==> src/rtl/hazard_stall_ctrl.sv <==
// Hazard controller for the 5-stage MIPS core: Tuse/Tnew register-dependency stall
// plus a HI/LO occupancy counter that holds off mult/div-class instructions in D.
module hazard_stall_ctrl #(
    parameter int unsigned MULT_LAT = 5,
    parameter int unsigned DIV_LAT  = 10,
    parameter int unsigned CNT_W    = 4
) (
    input  logic             clk,
    input  logic             reset,
    input  logic [4:0]       D_rs,
    input  logic [4:0]       D_rt,
    input  logic [1:0]       D_Tuse_rs,
    input  logic [1:0]       D_Tuse_rt,
    input  logic             D_is_md,
    input  logic [4:0]       E_A3,
    input  logic [1:0]       E_Tnew,
    input  logic [4:0]       M_A3,
    input  logic [1:0]       M_Tnew,
    input  logic             E_start,
    input  logic             E_md_div,
    output logic             PC_en,
    output logic             FD_en,
    output logic             DE_clr,
    output logic             md_busy,
    output logic [CNT_W-1:0] md_cnt,
    output logic             md_err
);

    localparam logic [CNT_W-1:0] MULT_LD = CNT_W'(MULT_LAT);
    localparam logic [CNT_W-1:0] DIV_LD  = CNT_W'(DIV_LAT);

    logic stall_rs;
    logic stall_rt;
    logic md_stall;
    logic stall;

    // A producer stalls D only when its result arrives later than D needs it;
    // equal Tnew/Tuse is covered by forwarding.
    always_comb begin
        stall_rs = (D_rs != 5'd0) &&
                   (((D_rs == E_A3) && (E_Tnew > D_Tuse_rs)) ||
                    ((D_rs == M_A3) && (M_Tnew > D_Tuse_rs)));
        stall_rt = (D_rt != 5'd0) &&
                   (((D_rt == E_A3) && (E_Tnew > D_Tuse_rt)) ||
                    ((D_rt == M_A3) && (M_Tnew > D_Tuse_rt)));
        md_busy  = (md_cnt != '0);
        md_stall = D_is_md && (md_busy || E_start);
        stall    = stall_rs || stall_rt || md_stall;
        PC_en    = ~stall;
        FD_en    = ~stall;
        DE_clr   = stall;
    end

    always_ff @(posedge clk or posedge reset) begin
        if (reset) begin
            md_cnt <= '0;
            md_err <= 1'b0;
        end else begin
            if (E_start && (md_cnt == '0)) begin
                md_cnt <= E_md_div ? DIV_LD : MULT_LD;
            end else if (md_cnt != '0) begin
                md_cnt <= md_cnt - CNT_W'(1);
            end
            if (E_start && (md_cnt != '0)) begin
                md_err <= 1'b1;
            end
        end
    end

endmodule
==> config.mk <==
export PLATFORM = sky130hd
export DESIGN_NAME = hazard_stall_ctrl
export DESIGN_NICKNAME = d
export VERILOG_FILES = /design/src/rtl/hazard_stall_ctrl.sv
export SDC_FILE = /design/constraint.sdc
export NUM_CORES = 1
export LEC_CHECK = 0
export ABC_AREA = 1
export CAP_MARGIN = 10
export CORE_UTILIZATION = 53
export DETAILED_ROUTE_END_ITERATION = 7
export DONT_BUFFER_PORTS = 1
export PLACE_DENSITY = 0.74
export SLEW_MARGIN = 30
export SYNTH_ARGS = -nofsm -noshare
export SYNTH_HDL_FRONTEND = slang
export SYNTH_SLANG_ARGS = --single-unit
==> constraint.sdc <==
create_clock -name clk -period 1.5 [get_ports clk]
set_clock_uncertainty 0.1 [all_clocks]
set_input_delay 0.225 -clock clk [delete_from_list [all_inputs] [get_ports clk]]
set_output_delay 0.225 -clock clk [all_outputs]
set_load 0.05 [all_outputs]
==> flow_metrics.py, run 1 <==
metrics = {
    "pwr": {
        "clockPowerShare_pct": 10.4,
        "pwr-share-seq_pct": 15.9,
        "switching_share_pct": 50.4,
        "p_per_area_nw_per_um2": 1370,
        "combPwrFrac_pct": 73.7,
        "ir_drop_mv": 1.01,
        "p_leak_nw": 0.693,
        "power.switching_mw": 0.778,
        "internal-power_mw": 0.767,
    },
    "die": {
        "core_um2": 1520,
        "die_h_um": 42.8,
        "fp.dieW_um": 42.8,
        "rows": 14,
        "initial_core_util_pct": 57.9,
        "io_pins": 42,
        "die_area_um2": 1830,
    },
    "outcome": {
        "status": "complete, but fails checks",
        "violations": "setup timing",
    },
    "place": {
        "placed_area_um2": 1020,
        "dpl.hpwl_um": 1730,
        "port_buffers": 0,
        "place.gp.congestion": 0.813,
        "placed_cells_incl_taps": 185,
    },
    "global_route": {
        "grt.total_usage_pct": 24.7,
        "grt_pass1_wl_um": 3440,
        "antenna_found_initial": 0,
        "overflow": 0,
        "grt_pass1_vias": 928,
        "grt_max_degree": 6,
    },
    "drt": {
        "route.vias.total": 976,
        "via_per_inst": 4.98,
        "ant_nets": 0,
        "route.detailed.drc": 0,
        "routed_wirelength_um": 2280,
        "wl_per_cell_um": 11.6,
        "initialDrtViolationCount": 22,
        "dr.pass1.iters": 4,
    },
    "final_layout": {
        "final_core_utilization_pct": 73.9,
        "final_nets": 224,
        "n_antenna_cell": 0,
        "n_fill_cell": 143,
        "stdcell_count": 196,
        "syn_to_final_growth_pct": 27.7,
        "layout-drive-gt1-share_pct": 23.3,
        "design_area_um2": 1130,
    },
    "clock_tree": {
        "cts.sinks": 5,
        "root_buffer": "clkbuf_4",
        "clk_pin_slew_ns": 0.05,
        "h-tree-depth": 1,
        "cts_buffers": 3,
        "cts_tree": "yes",
        "cts_max_path_buffers": 2,
        "clock_latency_ns": 0.25,
    },
    "logic_synthesis": {
        "synth_top_area_share_pct": 24.3,
        "yosys.area.top_type": "nand2_1",
        "ys_ff_latch": 5,
        "netlist_instances": 159,
        "seq_area_frac_synth_pct": 14.2,
        "synth_edf_count": 0,
        "yosysWarnings": 0,
        "synthTopCellsByArea": "nand2_1 24%, dfrtp_1 14%, ha_1 14%",
        "avgSynthCellArea_um2": 5.55,
        "synth_cell_types": 21,
        "synth_ff_type": "dfrtp_1",
        "syn_nets": 202,
        "ys_async_sr_fraction_pct": 100,
        "syn_area_um2": 882,
    },
    "timing": {
        "fin_crit_ns": 1.90,
        "fmax_mhz": 526,
        "slew_headroom_pct": 68.6,
        "fin_tns_setup_ns": -1.67,
        "fin_hold_ws_ns": 0.0143,
        "grt_setup_unrepaired": "yes",
        "fin_ws_ns": -0.403,
        "drv_slew": 0,
        "hold_viol": 0,
        "setup_viol": 7,
        "fin_crit_sh_pct": 127,
        "worst_slew_pin_slew_ns": 0.472,
    },
    "worst_setup_path": {
        "path_max_fanout": 2,
        "path_cells": "inv_2 -> ha_4 -> inv_2 -> nor3_4 -> nand2_1 -> nand2_2 -> nand2_2 -> nor2_4 -> buf_12",
        "slowest_stage": "dfrtp_2",
        "worstPathRequired_ns": 1.17,
        "start_kind": "flop",
        "worstPathArrival_ns": 1.58,
        "cp-end-kind": "output port",
        "max_stage_delay_ns": 0.40,
        "critPathKind": "flop to output port",
    },
    "run": {
        "maxCapViolations": 0,
    },
    "min_path": {
        "hold_path_class": "primary input to flop",
    },
}
final cells by class:
type / count / area, um2 / share of cell area, %
well taps: 16 / 20.0 / 1.78
multi-input cells: 113 / 629 / 55.9
clock buffers: 4 / 26.3 / 2.33
repair buffers: 18 / 170 / 15.1
inverters: 40 / 153 / 13.6
flip-flops and latches: 5 / 128 / 11.3
cells by family after synthesis:
group                    synth area share, %
flip-flops                              14.2
adder cells (fa/ha/maj)                 14.2
AND/OR/NAND/NOR                         41.7
XOR/XNOR                                3.97
AO/OA/AOI/OAI                           8.09
buffers and inverters                   17.9
placed cells by master, fill, tap and decap left out, drive strengths merged, types with 4 or more instances in the layout:
cell type and count:
nand2 58, inv 40, buf 17, nor2 15, nand3 11, ha 10, dfrtp 5, a21oi 4
nor3 4, clkbuf 4
critical path: cells and delay by family, from the launching register on:
kind	cells	cell delay, ns
buf+inv	3	0.30
simple gates	5	0.51
flops	1	0.40
fa+ha+maj	1	0.13
power groups by stage:
stage	clock network, mW	registers, mW	logic (mW)
3_3_place_gp	0	0.247	0.964
3_5_place_dp	0	0.249	0.971
5_1_grt	0.178	0.252	1.21
2_1_floorplan	0	0.457	0.480
6_report	0.161	0.245	1.14
4_1_cts	0.168	0.247	1.01
path summary, 6_finish.rpt:
path                       slack (ns)             startpoint  cells past startpoint               endpoint
min reg2reg                      0.63  md_cnt[1]$_DFFE_PP0P_                      3  md_cnt[1]$_DFFE_PP0P_
max in group asynchronous        0.88                  reset                      2  md_cnt[0]$_DFFE_PP0P_
min in group asynchronous        0.22                  reset                      2  md_cnt[3]$_DFFE_PP0P_
min                              0.01               E_md_div                      2  md_cnt[3]$_DFFE_PP0P_
max                             -0.40  md_cnt[0]$_DFFE_PP0P_                      9                  FD_en
max reg2reg                     -0.12  md_cnt[0]$_DFFE_PP0P_                     10  md_cnt[0]$_DFFE_PP0P_
registers in the layout, summed over array words and instances, names as in the netlist:
register	count
md_err	1
md_cnt	4
timing repair:
item                                   in CTS  in global routing
hold buffers                                1                  0
endpoints found under the hold margin       5                  0
pin swaps                                   0                  2
setup endpoints to repair                   4                  8
setup buffers                               2                  4
gates resized for setup                     3                  3
per-stage QoR:
step	worst slack (ns)	power (mW)
2_1_floorplan	-0.598	0.937
3_3_place_gp	-0.199	1.21
3_5_place_dp	-0.231	1.22
4_1_cts	-0.404	1.42
5_1_grt	-0.496	1.64
6_report	-0.403	1.54
layer usage:
| metal | wire (um) | vias up | global-route usage (%) |
|---|---|---|---|
| li1 | - | 518 | - |
| met1 | 991 | 412 | 30.7 |
| met2 | 1080 | 44 | 40.6 |
| met3 | 191 | 2 | 5.96 |
| met4 | 14 | 0 | 9.38 |
| met5 | 0 | - | 0 |
cells in the mapped netlist, types with 2 or more instances:
cell type and number:
nand2_1 57, inv_1 33, inv_2 7, xor2_1 3, nor2_1 13, dfrtp_1 5
nand3_1 11, a21oi_1 4, nor2_2 2, o21ai_0 2, nor3_1 3, ha_1 10
Power figures use the tool's default switching activity.
==> run 2, diff against run 1 <==
--- a/config.mk
+++ b/config.mk
@@ -7,10 +7,13 @@
 export LEC_CHECK = 0
 export ABC_AREA = 1
 export CAP_MARGIN = 10
-export CORE_UTILIZATION = 53
+export CELL_PAD_IN_SITES_DETAIL_PLACEMENT = 0
+export CELL_PAD_IN_SITES_GLOBAL_PLACEMENT = 1
+export CORE_UTILIZATION = 35
 export DETAILED_ROUTE_END_ITERATION = 7
 export DONT_BUFFER_PORTS = 1
-export PLACE_DENSITY = 0.74
+export GPL_TIMING_DRIVEN = 0
+export PLACE_DENSITY = 0.76
 export SLEW_MARGIN = 30
 export SYNTH_ARGS = -nofsm -noshare
 export SYNTH_HDL_FRONTEND = slang
==> flow_metrics.py, run 2 (synthesis results as in run 1) <==
metrics = {
    "outcome": {
        "status": "complete, but fails checks",
        "violations": "setup timing",
    },
    "timing": {
        "fin_crit_ns": 2.30,
        "fin_hold_ws_ns": 0.0261,
        "fin_tns_setup_ns": -3.29,
        "grt_setup_unrepaired": "yes",
        "fmax_mhz": 434,
        "setup_viol": 9,
        "slew_headroom_pct": 58.7,
        "fin_crit_sh_pct": 154,
        "worst_slew_pin_slew_ns": 0.619,
        "fin_ws_ns": -0.803,
        "hold_viol": 0,
        "drv_slew": 0,
    },
    "drt": {
        "ant_nets": 0,
        "routed_wirelength_um": 2370,
        "route.vias.total": 941,
        "initialDrtViolationCount": 20,
        "dr.pass1.iters": 4,
        "wl_per_cell_um": 11.9,
        "route.detailed.drc": 0,
        "via_per_inst": 4.71,
    },
    "worst_setup_path": {
        "slowest_stage": "dfrtp_2",
        "path_max_fanout": 3,
        "critPathTopFamily": "simple AND/OR/NAND/NOR gates",
        "path_buf_inv": 3,
        "critPathKind": "flop to output port",
        "cp-end-kind": "output port",
        "path_common_cell": "nand2_2",
        "start_kind": "flop",
        "path_cells": "inv_4 -> ha_4 -> inv_2 -> nor3_4 -> nand2_2 -> nand2_2 -> nand2_2 -> nor2_4 -> buf_8",
        "worstPathArrival_ns": 1.98,
        "max_stage_delay_ns": 0.53,
        "worstPathRequired_ns": 1.17,
    },
    "final_layout": {
        "reg_top3": "md_cnt: 4 flops, md_err: 1 flops",
        "stdcell_count": 200,
        "n_antenna_cell": 0,
        "syn_to_final_growth_pct": 23.4,
        "final_nets": 216,
        "final_cell_mix": "52 x nand2_1, 30 x inv_1, 13 x nor2_1, 10 x nand3_1, 9 x ha_1",
        "final_common_cell": "nand2_1",
        "layout-drive-gt1-share_pct": 21.5,
        "largest_reg_flops": 4,
        "max_flop_register": "md_cnt",
    },
    "pwr": {
        "total_power_mw": 1.40,
        "p_leak_nw": 0.651,
        "ir_drop_mv": 0.932,
        "p_per_area_nw_per_um2": 1280,
    },
    "global_route": {
        "grt_pass1_vias": 903,
        "overflow": 0,
        "antenna_found_initial": 0,
        "grt_max_degree": 6,
        "grt.total_usage_pct": 17.8,
        "grt_pass1_wl_um": 3640,
    },
    "die": {
        "die_area_um2": 2720,
        "rows": 17,
        "io_pins": 42,
        "fp.dieW_um": 52.2,
        "core_um2": 2300,
        "initial_core_util_pct": 38.4,
        "die_h_um": 52.2,
    },
    "clock_tree": {
        "cts_max_path_buffers": 2,
        "h-tree-depth": 1,
        "root_buffer": "clkbuf_4",
        "cts_buffers": 3,
        "cts.sinks": 5,
        "cts_tree": "yes",
        "clock_latency_ns": 0.25,
        "clk_pin_slew_ns": 0.05,
    },
    "run": {
        "maxCapViolations": 0,
    },
    "place": {
        "dp_slack_ns": -0.764,
        "port_buffers": 0,
        "dpl.hpwl_um": 1860,
        "placed_cells_incl_taps": 187,
        "place.gp.congestion": 0.781,
    },
    "min_path": {
        "hold_path_class": "primary input to flop",
    },
}
==> run 2: changes by cell type in the layout (fill, tap and decap cells not counted), moves of 2 or more <==
cell | before | now
nand2_2 | 4 | 6
buf_4 | 13 | 7
nand2_1 | 54 | 52
buf_12 | 2 | 0
==> run 2: area by class of cell <==
class / count / area, um2
fill: 253 / 1210
multi-input combinational: 113 / 651
inverter: 40 / 160
sequential: 5 / 128
timing repair buffer: 9 / 73.8
tap: 28 / 35.0
clock buffer: 4 / 26.3
buffer: 1 / 15.0
==> run 2: repair_timing <==
| item | in CTS | in global routing |
|---|---|---|
| setup buffers | 5 | 4 |
| resized for setup | 5 | 9 |
| hold endpoints to repair | 5 | 0 |
| hold buffers | 1 | 0 |
| pin swaps | 3 | 3 |
| endpoints found under the setup margin | 8 | 9 |
==> run 2: through the flow <==
| step | area [um2] | util, % |
|---|---|---|
| global route | 1090 | 47.4 |
| detailed placement | 943 | 41.1 |
| finish | 1090 | 47.4 |
| global placement | 943 | 41.1 |
| floorplan | 908 | - |
| CTS | 1030 | 44.9 |
==> run 2: worst register-to-register path, stage by stage, from the launching register on <==
cell	delay (ns)
dfrtp_2	0.55
inv_4	0.07
ha_4	0.16
inv_2	0.07
nor3_4	0.05
buf_4	0.16
buf_6	0.12
inv_8	0.10
nor2_4	0.05
nand2_2	0.08
o221ai_1	0.13
==> run 2: report_power, final <==
group | internal, mW | switching, mW | leakage (nW)
Sequential | 0.197 | 0.279 | 0.0544
Combinational | 0.333 | 0.427 | 0.582
Clock | 0.101 | 0.0611 | 0.0150
==> run 2: worst paths after layout <==
path / from / endpoint / slack (ns) / depth (start not counted)
max in group asynchronous: reset / md_cnt[0]$_DFFE_PP0P_ / 0.88 / 2
worst min-delay path: E_md_div / md_cnt[3]$_DFFE_PP0P_ / 0.03 / 2
worst min register to register: md_cnt[1]$_DFFE_PP0P_ / md_cnt[3]$_DFFE_PP0P_ / 0.73 / 2
worst max register to register: md_cnt[0]$_DFFE_PP0P_ / md_cnt[1]$_DFFE_PP0P_ / -0.29 / 10
min in group asynchronous: reset / md_cnt[3]$_DFFE_PP0P_ / 0.22 / 2
worst max-delay path: md_cnt[0]$_DFFE_PP0P_ / PC_en / -0.80 / 9
==> run 2: per-layer routing <==
layer | track usage (%) | part of all wire (%) | vias up
met5 | 0 | 0 | -
met4 | 2.63 | 0 | 0
met3 | 4.06 | 6.8 | 0
met2 | 31.0 | 52 | 34
met1 | 22.6 | 42 | 402
li1 | - | - | 505
==> run 3, diff against run 2 <==
--- a/config.mk
+++ b/config.mk
@@ -12,7 +12,6 @@
 export CORE_UTILIZATION = 35
 export DETAILED_ROUTE_END_ITERATION = 7
 export DONT_BUFFER_PORTS = 1
-export GPL_TIMING_DRIVEN = 0
 export PLACE_DENSITY = 0.76
 export SLEW_MARGIN = 30
 export SYNTH_ARGS = -nofsm -noshare
==> flow_metrics.py, run 3 (synthesis results as in run 1) <==
metrics = {
    "outcome": {
        "status": "complete, but fails checks",
        "violations": "setup timing",
    },
    "die": {
        "initial_core_util_pct": 38.4,
        "die_h_um": 52.2,
        "fp.dieW_um": 52.2,
        "core_um2": 2300,
        "die_area_um2": 2720,
        "io_pins": 42,
        "rows": 17,
    },
    "final_layout": {
        "final_core_utilization_pct": 50.0,
        "design_area_um2": 1150,
        "final_nets": 223,
        "layout-drive-gt1-share_pct": 25.1,
        "final_common_cell": "nand2_1",
        "n_fill_cell": 263,
        "reg_top3": "md_cnt: 4 flops, md_err: 1 flops",
        "final_cell_mix": "52 x nand2_1, 30 x inv_1, 13 x nor2_1, 12 x buf_4, 10 x nand3_1",
        "max_flop_register": "md_cnt",
        "stdcell_count": 207,
        "largest_reg_flops": 4,
        "syn_to_final_growth_pct": 30.2,
        "n_antenna_cell": 0,
    },
    "worst_setup_path": {
        "path_cells": "inv_2 -> ha_4 -> inv_2 -> nor3_4 -> nand2_2 -> nand2_2 -> nand2_2 -> nor2_4 -> buf_12",
        "critPathKind": "flop to output port",
        "path_buf_inv": 3,
        "endpoint": "FD_en",
        "slowest_stage": "dfrtp_2",
        "critPathTopFamily": "simple AND/OR/NAND/NOR gates",
        "cp.depth": 9,
        "reg2regPathDepth": 9,
        "r2r-start": "md_cnt[0]$_DFFE_PP0P_",
        "path_common_cell": "nand2_2",
        "worstPathArrival_ns": 1.56,
        "path_max_fanout": 2,
        "max_stage_delay_ns": 0.40,
        "crit_path_start": "md_cnt[0]$_DFFE_PP0P_",
        "r2r-end": "md_cnt[0]$_DFFE_PP0P_",
        "cp-end-kind": "output port",
        "start_kind": "flop",
        "timing.reg2reg.setup_slack_ns": -0.07,
        "worstPathRequired_ns": 1.17,
    },
    "drt": {
        "routed_wirelength_um": 2280,
        "dr.pass1.iters": 4,
        "initialDrtViolationCount": 22,
        "via_per_inst": 4.65,
        "ant_nets": 0,
        "route.detailed.drc": 0,
        "route.vias.total": 963,
        "wl_per_cell_um": 11.0,
    },
    "min_path": {
        "hold_path_class": "primary input to flop",
    },
    "clock_tree": {
        "h-tree-depth": 1,
        "root_buffer": "clkbuf_4",
        "clock_latency_ns": 0.25,
        "cts_buffers": 3,
        "cts_tree": "yes",
        "clk_pin_slew_ns": 0.05,
        "cts_max_path_buffers": 2,
        "cts.sinks": 5,
    },
    "pwr": {
        "total_power_mw": 1.53,
        "p_per_area_nw_per_um2": 1340,
        "p_leak_nw": 0.691,
        "ir_drop_mv": 1.11,
    },
    "timing": {
        "fin_crit_sh_pct": 126,
        "grt_setup_unrepaired": "yes",
        "fin_tns_setup_ns": -1.44,
        "fin_hold_ws_ns": 0.0318,
        "hold_viol": 0,
        "fin_crit_ns": 1.89,
        "fin_ws_ns": -0.387,
        "fmax_mhz": 530,
        "slew_headroom_pct": 67.0,
        "worst_slew_pin_slew_ns": 0.494,
        "drv_slew": 0,
        "setup_viol": 8,
    },
    "run": {
        "maxCapViolations": 0,
    },
    "place": {
        "port_buffers": 0,
        "dpl.hpwl_um": 1870,
        "placed_cells_incl_taps": 197,
        "placed_area_um2": 1040,
        "dp_slack_ns": -0.273,
        "place.gp.congestion": 0.792,
    },
    "global_route": {
        "overflow": 0,
        "grt_pass1_wl_um": 3690,
        "grt.total_usage_pct": 18.2,
        "grt_pass1_vias": 975,
        "grt_max_degree": 6,
        "antenna_found_initial": 0,
    },
}
-- run 3: changes by cell type in the layout (fill, tap and decap cells not counted), sizes merged --
cell	previous run	this run
buf	9	16
-- run 3: worst min path at each step --
stage,start,end,cells past startpoint
CTS,E_md_div,md_cnt[3]$_DFFE_PP0P_,2
global placement,reset,md_cnt[3]$_DFFE_PP0P_,1
detailed placement,reset,md_cnt[3]$_DFFE_PP0P_,1
global route,E_md_div,md_cnt[3]$_DFFE_PP0P_,2
finish,E_md_div,md_cnt[3]$_DFFE_PP0P_,2
floorplan,reset,md_cnt[2]$_DFFE_PP0P_,1
-- run 3: metal layers --
metal | part of all wire, % | wire (um) | GRT usage (%) | vias up
met4 | 0.61 | 14 | 5.26 | 0
li1 | - | - | - | 517
met2 | 50 | 1150 | 31.8 | 39
met1 | 42 | 962 | 21.9 | 405
met3 | 6.9 | 157 | 4.35 | 2
met5 | 0 | 0 | 0 | -
-- run 3: repair_timing --
action,4_1_cts,5_1_grt
hold buffers,1,0
cloned,0,0
pin swaps,4,0
endpoints found under the setup margin,4,8
setup buffers,4,2
hold endpoints to repair,5,0
gates resized for setup,6,5
-- run 3: cell type report --
cell class              count  area (um2)  share of cell area [%]
repair buffers             17         163                    14.2
flip-flops and latches      5         128                    11.1
multi-input cells         113         644                    56.1
inverters                  40         153                    13.3
clock buffers               4        26.3                    2.29
well taps                  28        35.0                    3.05
-- run 3: power by group --
part / switching, mW / internal (mW)
clock network: 0.0607 / 0.101
registers: 0.0472 / 0.200
logic: 0.652 / 0.473
